`src/rtl/frame101_pkg.sv`:
```
// Shared types and constants for the "101" sync-pattern serial frame transmitter.
// State PARITY is always declared; it is only reachable when FRAME101_PARITY_EN is defined.
package frame101_pkg;

  typedef enum logic [2:0] {
    IDLE,
    PRE_A,
    PRE_B,
    PRE_C,
    DATA,
    PARITY,
    GUARD
  } state_t;

  localparam logic [2:0] PREAMBLE  = 3'b101;
  localparam logic       GUARD_BIT = 1'b0;

endpackage

```
`src/rtl/frame101_shift.sv`:
```
// Loadable left-shift payload register with a bit counter.
// The last output flags the final payload bit of the frame.
module frame101_shift #(
  parameter int DATA_W = 8
) (
  input  logic              clk,
  input  logic              reset,
  input  logic              load,
  input  logic              shift,
  input  logic [DATA_W-1:0] din,
  output logic              msb,
  output logic              last
);

  localparam int                CNT_W    = $clog2(DATA_W + 1);
  localparam logic [CNT_W-1:0]  LAST_CNT = CNT_W'(DATA_W - 1);

  logic [DATA_W-1:0] sr_q, sr_d;
  logic [CNT_W-1:0]  cnt_q, cnt_d;

  assign msb  = sr_q[DATA_W-1];
  assign last = (cnt_q == LAST_CNT);

  always_comb begin
    // NOTE: defaults first so every path assigns sr_d/cnt_d and no latch is inferred.
    sr_d  = sr_q;
    cnt_d = cnt_q;
    if (load) begin
      sr_d  = din;
      cnt_d = '0;
    end else if (shift) begin
      sr_d  = sr_q << 1;
      cnt_d = last ? '0 : cnt_q + CNT_W'(1);
    end
  end

  // NOTE: sequential state uses non-blocking assignments so all flops update together.
  always_ff @(posedge clk) begin
    if (reset) begin
      sr_q  <= '0;
      cnt_q <= '0;
    end else begin
      sr_q  <= sr_d;
      cnt_q <= cnt_d;
    end
  end

endmodule

```
`src/rtl/frame101_tx.sv`:
```
// Serial frame transmitter: preamble 1,0,1, payload MSB first, optional parity, guard 0.
// Build option: define FRAME101_PARITY_EN to insert an even-parity bit before the guard.
module frame101_tx
  import frame101_pkg::*;
#(
  parameter int DATA_W = 8
) (
  input  logic              clk,
  input  logic              reset,
  input  logic [DATA_W-1:0] data,
  input  logic              valid,
  output logic              ready,
  output logic              out,
  output logic              busy,
  output logic              sync
);

  state_t state_q, state_d;
  logic   load, shift, sr_msb, sr_last;

  frame101_shift #(.DATA_W(DATA_W)) u_shift (
    .clk   (clk),
    .reset (reset),
    .load  (load),
    .shift (shift),
    .din   (data),
    .msb   (sr_msb),
    .last  (sr_last)
  );

`ifdef FRAME101_PARITY_EN
  logic parity_q;

  // Parity is captured with the word so later changes on data cannot affect it.
  always_ff @(posedge clk) begin
    if (reset)     parity_q <= 1'b0;
    else if (load) parity_q <= ^data;
  end
`endif

  always_ff @(posedge clk) begin
    if (reset) state_q <= IDLE;
    else       state_q <= state_d;
  end

  assign busy = (state_q != IDLE);

  always_comb begin
    state_d = state_q;
    ready   = 1'b0;
    out     = GUARD_BIT;
    sync    = 1'b0;
    load    = 1'b0;
    shift   = 1'b0;
    unique case (state_q)
      IDLE: begin
        ready = 1'b1;
        if (valid) begin
          load    = 1'b1;
          state_d = PRE_A;
        end
      end
      PRE_A: begin
        out     = PREAMBLE[2];
        sync    = 1'b1;
        state_d = PRE_B;
      end
      PRE_B: begin
        out     = PREAMBLE[1];
        sync    = 1'b1;
        state_d = PRE_C;
      end
      PRE_C: begin
        out     = PREAMBLE[0];
        sync    = 1'b1;
        state_d = DATA;
      end
      DATA: begin
        out   = sr_msb;
        shift = 1'b1;
        if (sr_last) begin
`ifdef FRAME101_PARITY_EN
          state_d = PARITY;
`else
          state_d = GUARD;
`endif
        end
      end
      PARITY: begin
`ifdef FRAME101_PARITY_EN
        out = parity_q;
`endif
        state_d = GUARD;
      end
      GUARD:   state_d = IDLE;
      default: state_d = IDLE;
    endcase
  end

endmodule

```
`config.mk`:
```
export PLATFORM = sky130hd
export DESIGN_NAME = frame101_tx
export DESIGN_NICKNAME = d
export VERILOG_FILES = /design/src/rtl/frame101_pkg.sv /design/src/rtl/frame101_shift.sv /design/src/rtl/frame101_tx.sv
export SDC_FILE = /design/constraint.sdc
export NUM_CORES = 1
export LEC_CHECK = 0
export ABC_CLOCK_PERIOD_IN_PS = 2350
export CAP_MARGIN = 0
export CORE_MARGIN = 2
export CORE_UTILIZATION = 25
export CTS_CLUSTER_SIZE = 40
export DETAILED_ROUTE_END_ITERATION = 12
export DONT_BUFFER_PORTS = 1
export GPL_TIMING_DRIVEN = 1
export PLACE_DENSITY = 0.48
export SYNTH_ARGS = -nofsm -noshare
export SYNTH_HDL_FRONTEND = slang
export SYNTH_SLANG_ARGS = --single-unit
```
`constraint.sdc`:
```
create_clock -name clk -period 2.35 [get_ports clk]
set_input_delay 0.47 -clock clk [delete_from_list [all_inputs] [get_ports clk]]
set_output_delay 0.47 -clock clk [all_outputs]
set_load 0.01 [all_outputs]
```
==> results.cfg <==
[timing]
drv_slew = 0
hold_violations = 0
period_share_pct = 79.15
max-slew-margin-rel_pct = 69.92
rsz0062_at_grt = false
tightest_slew_ns = 0.4477
setup_violations = 0
finClkSkew_ns = 0.002866
whs_ns = 0.2495
finalSetupTns_ns = 0
clock.fmax_mhz = 537.6
period_minus_slack_ns = 1.860

[logic_synthesis]
synth-seq-area-share_pct = 42.63
synth_flop_cell = dfxtp_1
yosysMostFrequentCell = nand2_1
yosys-top-cells-count = nand2_1, dfxtp_1, nor2_1, a21oi_1, a311oi_1
yosys.cell_types.count = 28
synth-seq-cells = 15
async_reset_ff_share_pct = 0
yosys-top-cells-area = dfxtp_1, nand2_1, a311oi_1
yosysWarningCount = 0
synth.top_cell.area_share_pct = 42.63
synth.avg_cell_area_sq_um = 7.915
yosys.area.top_type = dfxtp_1
synth_edf_count = 0
synth_nets = 101
syn_area_sq_um = 704.4
synthCells = 89

[critical_path]
slowest_delay_ns = 0.59
critical_path_class = register to register
critPathBufInv = 0
startpoint_type = register
cpLargestDelayFamily = simple AND/OR/NAND/NOR gates
critPathArrivalTime_ns = 2.07
critPathMaxFanout = 15
end_kind = register
slowest_stage = or3b_1
path_cells = or3b_1 > or4_1 > a21oi_1
cp_data_required_time_ns = 2.56

[global_route]
grt_pass1_vias = 535
antenna_found_initial = 0
grt_max_degree = 16
grt_pass1_wl_microns = 2435
overflow = 0
grt_use_total_pct = 9.600

[floorplan]
die_area_sq_um = 3258
die_y_microns = 57.08
initial_core_util_pct = 25.99
io-pin-count = 15
die_x_microns = 57.08
row_count = 19
core_area_sq_um = 2710

[clocking]
cts_buffer_depth = 2
htreeDepth = 1
cts_root_buf = clkbuf_4
clk_pin_slew_ns = 0.09
tritoncts = yes
ctsResizeCount = 0
cts_sinks = 15
numCtsBuffers = 3
worstSkewPairLatency_ns = 0.28
cts_hold_buf = 0
cts_setup_buffers = 0

[pwr]
p_comb_share_pct = 12.2
ir_worst_vdd_mv = 0.3156
powerDensity_nw_per_um2 = 674.8
internal-power_uw = 361.8
p_seq_share_pct = 58.3
power_uw = 495.6
power.share.clock_pct = 29.4
netSwitchingFraction_pct = 26.98
p_switching_uw = 133.7
leakage_uw = 0.0002462

[place]
gp_congestion = 0.6515
dp_cells = 113
io_buffer_count = 0
hpwl_microns = 980.4

[detailed_routing]
vias = 578
wl_microns = 1445
drt_first_pass_iters = 4
drt_iter0_markers = 14
drt-wirelength-per-cell_microns = 12.35
vias_per_cell = 4.940
antenna_left = 0
drc = 0

[cells_and_area]
fin_cells = 117
syn2layout_area_growth_pct = 4.263
nets = 99
drive_gt1_share_pct = 4.651
diodes = 0

[outcome]
status = completed

[min_path]
hold_class = input port to register

[flow_run]
maxCapViolCount = 0
-- worst paths after layout --
check	startpoint	slack [ns]	cells after the start	to
max	state_q[2]	0.49	3	u_shift.cnt_q[3]
min	reset	0.25	1	state_q[2]
max reg2reg	state_q[2]	0.49	3	u_shift.cnt_q[3]
min reg2reg	u_shift.sr_q[6]	0.47	2	u_shift.sr_q[6]
-- power groups by stage --
stage	Clock (uW)	Combinational, uW	Sequential [uW]
global route	164	71.1	293
finish	146	60.6	289
detailed placement	0	61.4	295
CTS	152	61.9	289
global placement	0	61.3	294
floorplan	0	67.5	285
-- state kept, by name, indices dropped and copies added, names as in the netlist --
| name | count |
|---|---|
| state_q | 3 |
| u_shift.cnt_q | 4 |
| u_shift.sr_q | 8 |
-- per-stage QoR --
step | setup WS [ns] | instance area (sq um) | util, %
after detailed placement | 0.5129 | 708.2 | 26.13
after global placement | 0.5560 | 708.2 | 26.13
final | 0.4899 | 734.5 | 27.10
after global routing | 0.3722 | 734.5 | 27.10
after CTS | 0.5037 | 734.5 | 27.10
after floorplan | 0.8220 | 704.4 | -
-- logic make-up (layout without fill, tap and decap cells) --
logic type | after synthesis | in the layout | synth area share (%)
AND/OR/NAND/NOR | 43 | 43 | 30.02
adder cells (fa/ha/maj) | 1 | 1 | 1.776
AO/OA/AOI/OAI | 19 | 19 | 17.94
flip-flops | 15 | 15 | 42.63
buffers and inverters | 11 | 8 | 7.636
-- worst reg2reg max path, delay by kind of cell (launching register included) --
| family | cells | cell delay (ns) |
|---|---|---|
| flops | 1 | 0.54 |
| compound gates | 1 | 0.13 |
| simple gates | 2 | 1.13 |
-- cell usage in the layout, fill, tap and decap left out, types with 2 or more instances in the layout --
| master | n |
|---|---|
| inv_1 | 3 |
| nand2_1 | 18 |
| nor2_1 | 9 |
| dfxtp_1 | 15 |
| or3_1 | 2 |
| nand3_1 | 3 |
| clkbuf_4 | 3 |
| o21ai_0 | 2 |
| nand2b_1 | 2 |
| a21oi_1 | 7 |
| a311oi_1 | 6 |
-- final cells by class --
class | instances | area [sq um]
Multi-Input combinational cell | 63 | 350.3
Sequential cell | 15 | 300.3
Timing Repair Buffer | 1 | 7.507
Fill cell | 319 | 1976
Tap cell | 31 | 38.79
Clock buffer | 4 | 26.28
Inverter | 3 | 11.26
-- layer usage --
metal	part of all wire, %	vias to the layer above	GRT usage (%)
met5	0	-	0
li1	-	305	-
met1	51	262	13.50
met3	3.0	2	2.494
met2	46	9	13.96
met4	0.76	0	3.987
Note: power is estimated with default switching activity, not from simulation.
